[src/rtl/instr_fetch_unit_pkg.sv]
// Shared definitions for the instruction fetch stage: pc_src encodings, fetch FSM states,
// and the canonical NOP.
package instr_fetch_unit_pkg;

  typedef enum logic [1:0] {
    PC_PLUS4  = 2'b00,
    PC_BRANCH = 2'b01,
    PC_JALR   = 2'b10
  } pc_src_e;

  typedef enum logic [1:0] {
    IDLE,
    FETCH,
    HOLD,
    FAULT
  } fetch_state_e;

  localparam logic [31:0] NOP = 32'h0000_0013;

endpackage

[src/rtl/instr_fetch_unit_if.sv]
// Instruction memory read port: word request/address out, data/ready back.
interface instr_fetch_unit_if;
  logic        imem_req;
  logic [31:0] imem_addr;
  logic [31:0] imem_rdata;
  logic        imem_ready;

  modport master (output imem_req, imem_addr, input imem_rdata, imem_ready);
  modport slave  (input imem_req, imem_addr, output imem_rdata, imem_ready);
endinterface

[src/rtl/instr_fetch_unit_next_pc_sel.sv]
// Next-PC selection: sequential, PC-relative branch/JAL, or JALR target, plus the
// alignment check that decides whether fetch may continue.
module next_pc_sel
  import instr_fetch_unit_pkg::*;
(
  input  logic [31:0] pc,
  input  logic [1:0]  pc_src,
  input  logic [31:0] imm_ext,
  input  logic [31:0] alu_result,
  output logic [31:0] next_pc,
  output logic        misaligned
);

  always_comb begin
    next_pc = pc + 32'd4;
    case (pc_src)
      PC_BRANCH: next_pc = pc + imm_ext;
      // JALR drops bit 0 before alignment is judged, so only bit 1 can fault.
      PC_JALR:   next_pc = alu_result & ~32'd1;
      default:   ;
    endcase
    misaligned = next_pc[1];
  end

endmodule

[src/rtl/instr_fetch_unit.sv]
// Fetch stage: owns the PC, requests words from instruction memory, and holds the fetched
// instruction stable for decode until it is released.
module instr_fetch_unit
  import instr_fetch_unit_pkg::*;
#(
  parameter logic [31:0] RESET_PC = 32'h0000_0000,
  parameter int unsigned XLEN     = 32
) (
  input  logic                      clk,
  input  logic                      reset,
  instr_fetch_unit_if.master        imem,
  input  logic                      stall,
  input  logic [1:0]                pc_src,
  input  logic [XLEN-1:0]           imm_ext,
  input  logic [XLEN-1:0]           alu_result,
  output logic [XLEN-1:0]           instr,
  output logic [XLEN-1:0]           pc,
  output logic [XLEN-1:0]           pc_plus4,
  output logic                      instr_valid,
  output logic                      fetch_fault
);

  fetch_state_e    state, state_next;
  logic [XLEN-1:0] pc_d, instr_d;
  logic [XLEN-1:0] next_pc;
  logic            misaligned;

  next_pc_sel u_next_pc_sel (
    .pc         (pc),
    .pc_src     (pc_src),
    .imm_ext    (imm_ext),
    .alu_result (alu_result),
    .next_pc    (next_pc),
    .misaligned (misaligned)
  );

  always_ff @(posedge clk or posedge reset) begin
    if (reset) begin
      state <= IDLE;
      pc    <= RESET_PC;
      instr <= NOP;
    end else begin
      state <= state_next;
      pc    <= pc_d;
      instr <= instr_d;
    end
  end

  always_comb begin
    state_next    = state;
    pc_d          = pc;
    instr_d       = instr;
    imem.imem_req = 1'b0;
    instr_valid   = 1'b0;
    fetch_fault   = 1'b0;
    case (state)
      IDLE: state_next = FETCH;
      FETCH: begin
        imem.imem_req = 1'b1;
        if (imem.imem_ready) begin
          instr_d    = imem.imem_rdata;
          state_next = HOLD;
        end
      end
      HOLD: begin
        instr_valid = 1'b1;
        if (!stall) begin
          pc_d       = next_pc;
          state_next = misaligned ? FAULT : FETCH;
        end
      end
      FAULT: fetch_fault = 1'b1;
      default: state_next = IDLE;
    endcase
  end

  assign imem.imem_addr = pc;
  assign pc_plus4       = pc + 32'd4;

endmodule

[src/flat_wrapper.sv]
// flat-port wrapper written by rule: the top's interface ports become plain ports
module instr_fetch_unit_flat import instr_fetch_unit_pkg::*;
#(
  parameter logic [31:0] RESET_PC = 32'h0000_0000,
  parameter int unsigned XLEN     = 32
)
  (clk, reset, stall, pc_src, imm_ext, alu_result, instr, pc, pc_plus4, instr_valid, fetch_fault, imem_imem_req, imem_imem_addr, imem_imem_rdata, imem_imem_ready);
  instr_fetch_unit_if imem_i ();
  input  logic clk;
  input  logic reset;
  input  logic stall;
  input  logic [1:0] pc_src;
  input  logic [XLEN-1:0] imm_ext;
  input  logic [XLEN-1:0] alu_result;
  output logic [XLEN-1:0] instr;
  output logic [XLEN-1:0] pc;
  output logic [XLEN-1:0] pc_plus4;
  output logic instr_valid;
  output logic fetch_fault;
  output wire logic [$bits(imem_i.imem_req)-1:0] imem_imem_req;
  output wire logic [$bits(imem_i.imem_addr)-1:0] imem_imem_addr;
  input wire logic [$bits(imem_i.imem_rdata)-1:0] imem_imem_rdata;
  input wire logic [$bits(imem_i.imem_ready)-1:0] imem_imem_ready;
  assign imem_imem_req = imem_i.imem_req;
  assign imem_imem_addr = imem_i.imem_addr;
  assign imem_i.imem_rdata = imem_imem_rdata;
  assign imem_i.imem_ready = imem_imem_ready;
  instr_fetch_unit #(.RESET_PC(RESET_PC), .XLEN(XLEN)) u_core (.clk(clk), .reset(reset), .imem(imem_i), .stall(stall), .pc_src(pc_src), .imm_ext(imm_ext), .alu_result(alu_result), .instr(instr), .pc(pc), .pc_plus4(pc_plus4), .instr_valid(instr_valid), .fetch_fault(fetch_fault));
endmodule
[config.mk]
export PLATFORM = sky130hd
export DESIGN_NAME = instr_fetch_unit_flat
export DESIGN_NICKNAME = d
export VERILOG_FILES = /design/src/rtl/instr_fetch_unit_pkg.sv /design/src/rtl/instr_fetch_unit_if.sv /design/src/rtl/instr_fetch_unit_next_pc_sel.sv /design/src/rtl/instr_fetch_unit.sv /design/src/flat_wrapper.sv
export SDC_FILE = /design/constraint.sdc
export NUM_CORES = 1
export LEC_CHECK = 0
export ABC_AREA = 1
export BUFFER_PORTS_ARGS = -buffer_cell sky130_fd_sc_hd__clkbuf_2
export CORE_MARGIN = 2
export CORE_UTILIZATION = 45
export DETAILED_ROUTE_END_ITERATION = 10
export PLACE_DENSITY = 0.71
export REMOVE_ABC_BUFFERS = 1
export SETUP_SLACK_MARGIN = 0.4
export SYNTH_ARGS = -nofsm -noshare
export SYNTH_HDL_FRONTEND = slang
export SYNTH_HIERARCHICAL = 1
export SYNTH_SLANG_ARGS = --single-unit
[constraint.sdc]
create_clock -name clk -period 2.8 [get_ports clk]
set_clock_uncertainty 0.2 [all_clocks]
set_input_delay 0.84 -clock clk [delete_from_list [all_inputs] [get_ports clk]]
set_output_delay 0.84 -clock clk [all_outputs]
set_load 0.01 [all_outputs]
==> qor.csv <==
stage;metric;value;unit
run_status;outcome;complete, but fails checks;
run_status;violations;negative setup slack;
clock_tree;clockRootBuffer;clkbuf_16;
power_and_ir_drop;powerDensity;1105;nW/um2
timing;setup_viol;4;
timing;finalHoldViolCount;0;
timing;fmax;354.7;MHz
clock_tree;cts.path.max_buffers;2;
die;die_area;16990;um2
global_route;grt_pass1_wl;39.21;mm
logic_synthesis;yosysTopAreaCell;dfrtp_1;
clock_tree;cts_tree;yes;
logic_synthesis;synth_seq_cells;66;
global_route;grt_max_degree;67;
logic_synthesis;synth_common_cells;nand2_1, inv_1, nor2_1;
place;dp_hpwl;20.44;mm
global_route;track_usage;30.08;%
clock_tree;cts_made_buffers;9;
worst_hold_path;min_path_type;reg -> reg;
timing;fin_hold_ws;0.3040;ns
timing;maxSlewViolCount;0;
logic_synthesis;avgSynthCellArea;6.453;um2
setup_path;cp_max_fo;6;
drt;ant_nets;0;
cells_and_area;layout.area.seq;1683;um2
logic_synthesis;synthTopCellsByArea;dfrtp_1, nand2_1, inv_1;
global_route;grt_pass1_vias;7877;
logic_synthesis;async_reset_ff_share;100.0;%
drt;wl_per_cell;16.49;um
die;die-height;130.3;um
global_route;antenna_found_initial;0;
place;gp_congestion;0.9980;
die;num_rows;46;
clock_tree;clk_pin_slew;0.05;ns
die;start_util;45.71;%
setup_path;required;1.76;ns
drt;vias;8653;
clock_tree;clkLatencyLatePin;0.33;ns
logic_synthesis;synth_edf_count;0;
clock_tree;h-tree-depth;3;
die;design.core.area;15710;um2
die;fp.dieW;130.3;um
cells_and_area;nFillCells;1372;
timing;worst_pin_slew;0.5791;ns
timing;fin_crit;2.820;ns
drt;drtPass1Iterations;5;
power_and_ir_drop;peakVddDrop;651.7;uV
clock_tree;ctsHoldBuffers;0;
logic_synthesis;ys_types;44;
logic_synthesis;synth_top_area_share;21.95;%
timing;slew_headroom;61.16;%
job;max_cap_viol_count;0;
setup_path;r2r-start;u_core/imem.imem_addr[4];
cells_and_area;area_growth;52.04;%
setup_path;r2r-end;u_core/imem.imem_addr[18];
timing;rsz0062_at_grt;yes;
timing;min_period_over_period;100.7;%
setup_path;end_kind;output pin;
clock_tree;cts_sinks;66;
setup_path;path_class;reg -> out;
cells_and_area;nets;1572;
logic_synthesis;synth_seq_area_share;23.05;%
logic_synthesis;synth_ff_type;dfrtp_1;
logic_synthesis;netlist_area;7182;um2
setup_path;cp_data_arrival_time;1.78;ns
setup_path;rrSetupSlack;0.16;ns
global_route;grt_overflow_total;0;
logic_synthesis;synthCells;1113;
setup_path;worstSetupStartpointType;register;
drt;drcViolationCount;0;
cells_and_area;multiInputGateArea;5867;um2
die;io_pins;233;
power_and_ir_drop;power;12.06;mW
drt;avgViaCountPerCell;5.241;
logic_synthesis;synth_most_common_cell;nand2_1;
place;io_buffers;231;
setup_path;worstRegToRegCells;15;
setup_path;startpoint;u_core/imem.imem_addr[27];
setup_path;cp-endpoint;pc_plus4[30];
drt;wl;27.22;mm
logic_synthesis;yosysWarnings;6;
drt;detail_route.iter0.violations;563;
timing;worst_slack;-0.01961;ns
cells_and_area;antenna_cells;0;
power_and_ir_drop;p_leak;5.739;nW
cells_and_area;drive_gt1_share;48.64;%
## flip-flops by register name, summed over array words and instances (netlist names)
| register | flops |
|---|---|
| u_core/instr | 32 |
| u_core/state | 2 |
| u_core/imem.imem_addr | 32 |
## critical path, stage by stage, from the launching register on
cell and delay [ns]:
dfrtp_1 0.48, buf_4 0.20, nand2_1 0.06, nor2_1 0.14
nand2_1 0.06, nor2_1 0.18, nand2_2 0.08, nand2_1 0.07
nand2_1 0.06, clkbuf_2 0.12
## placed cells by master (no fill, tap or decap), drive strengths merged, types with 4 or more instances in the layout
master / synthesis / routed
a21oi: 89 / 89
a22oi: 4 / 4
a32oi: 4 / 4
buf: 45 / 142
clkbuf: 8 / 230
dfrtp: 63 / 63
ha: 39 / 39
inv: 144 / 144
mux2: 46 / 46
nand2: 357 / 357
nand3: 68 / 68
nand3b: 4 / 4
nand4: 14 / 14
nor2: 130 / 130
nor3: 10 / 10
o21ai: 22 / 22
o21bai: 5 / 5
or2: 7 / 7
xnor2: 11 / 11
xor2: 24 / 24
## layout make-up
class | count | area share [%]
multi-input cells | 848 | 53.73
flip-flops and latches | 66 | 15.41
well taps | 216 | 2.475
repair buffers | 360 | 20.77
clock inverters | 4 | 0.2521
clock buffers | 12 | 2.349
inverters | 145 | 5.007
## cells by family after synthesis
logic type | after synthesis | synth area share, %
xor+xnor | 35 | 4.268
simple gates | 597 | 35.64
flops | 66 | 23.05
compound gates | 130 | 9.896
mux | 46 | 7.213
buf+inv | 199 | 12.86
fa+ha+maj | 40 | 7.073
## layer usage
layer,global-route usage (%),vias to the layer above,wire length (um)
met5,0,-,0
met4,15.39,0,1435
met3,5.166,90,2009
met2,51.34,413,13100
met1,36.53,3996,10680
li1,-,4154,-
## timing repair
item | in CTS | in global routing
gates cloned | 0 | 0
resized for setup | 161 | 190
endpoints found under the setup margin | 54 | 55
pin swaps | 56 | 103
setup buffers | 19 | 18
## how the worst min path moves through the flow
stage	startpoint	to	slack [ns]	cells after the start
after floorplan	u_core/instr[10]	u_core/instr[10]	0.35	1
after global placement	u_core/instr[11]	u_core/instr[11]	0.29	1
after detailed placement	u_core/instr[6]	u_core/instr[6]	0.29	1
after CTS	u_core/instr[6]	u_core/instr[6]	0.31	1
after global routing	u_core/instr[7]	u_core/instr[7]	0.32	1
final	u_core/instr[2]	u_core/instr[2]	0.30	1
## power by group
part / switching (mW) / total (mW) / internal, mW
clock: 0.433 / 1.08 / 0.646
combinational: 5.01 / 8.94 / 3.93
sequential: 0.571 / 2.04 / 1.47
## metrics by stage
stage / cells / utilization (%) / setup WS, ns / area (um2) / TNS [ns]
after global placement: 1598 / 57.01 / -0.3394 / 8957 / -4.072
final: 1651 / 69.49 / -0.01961 / 10920 / -0.05491
after detailed placement: 1598 / 57.01 / -0.3333 / 8957 / -4.563
after global routing: 1651 / 69.49 / -0.1046 / 10920 / -1.217
after floorplan: 1059 / - / 0.01501 / 6803 / 0
after CTS: 1633 / 64.06 / -0.01024 / 10070 / -0.02278
Power figures use the tool's default switching activity.
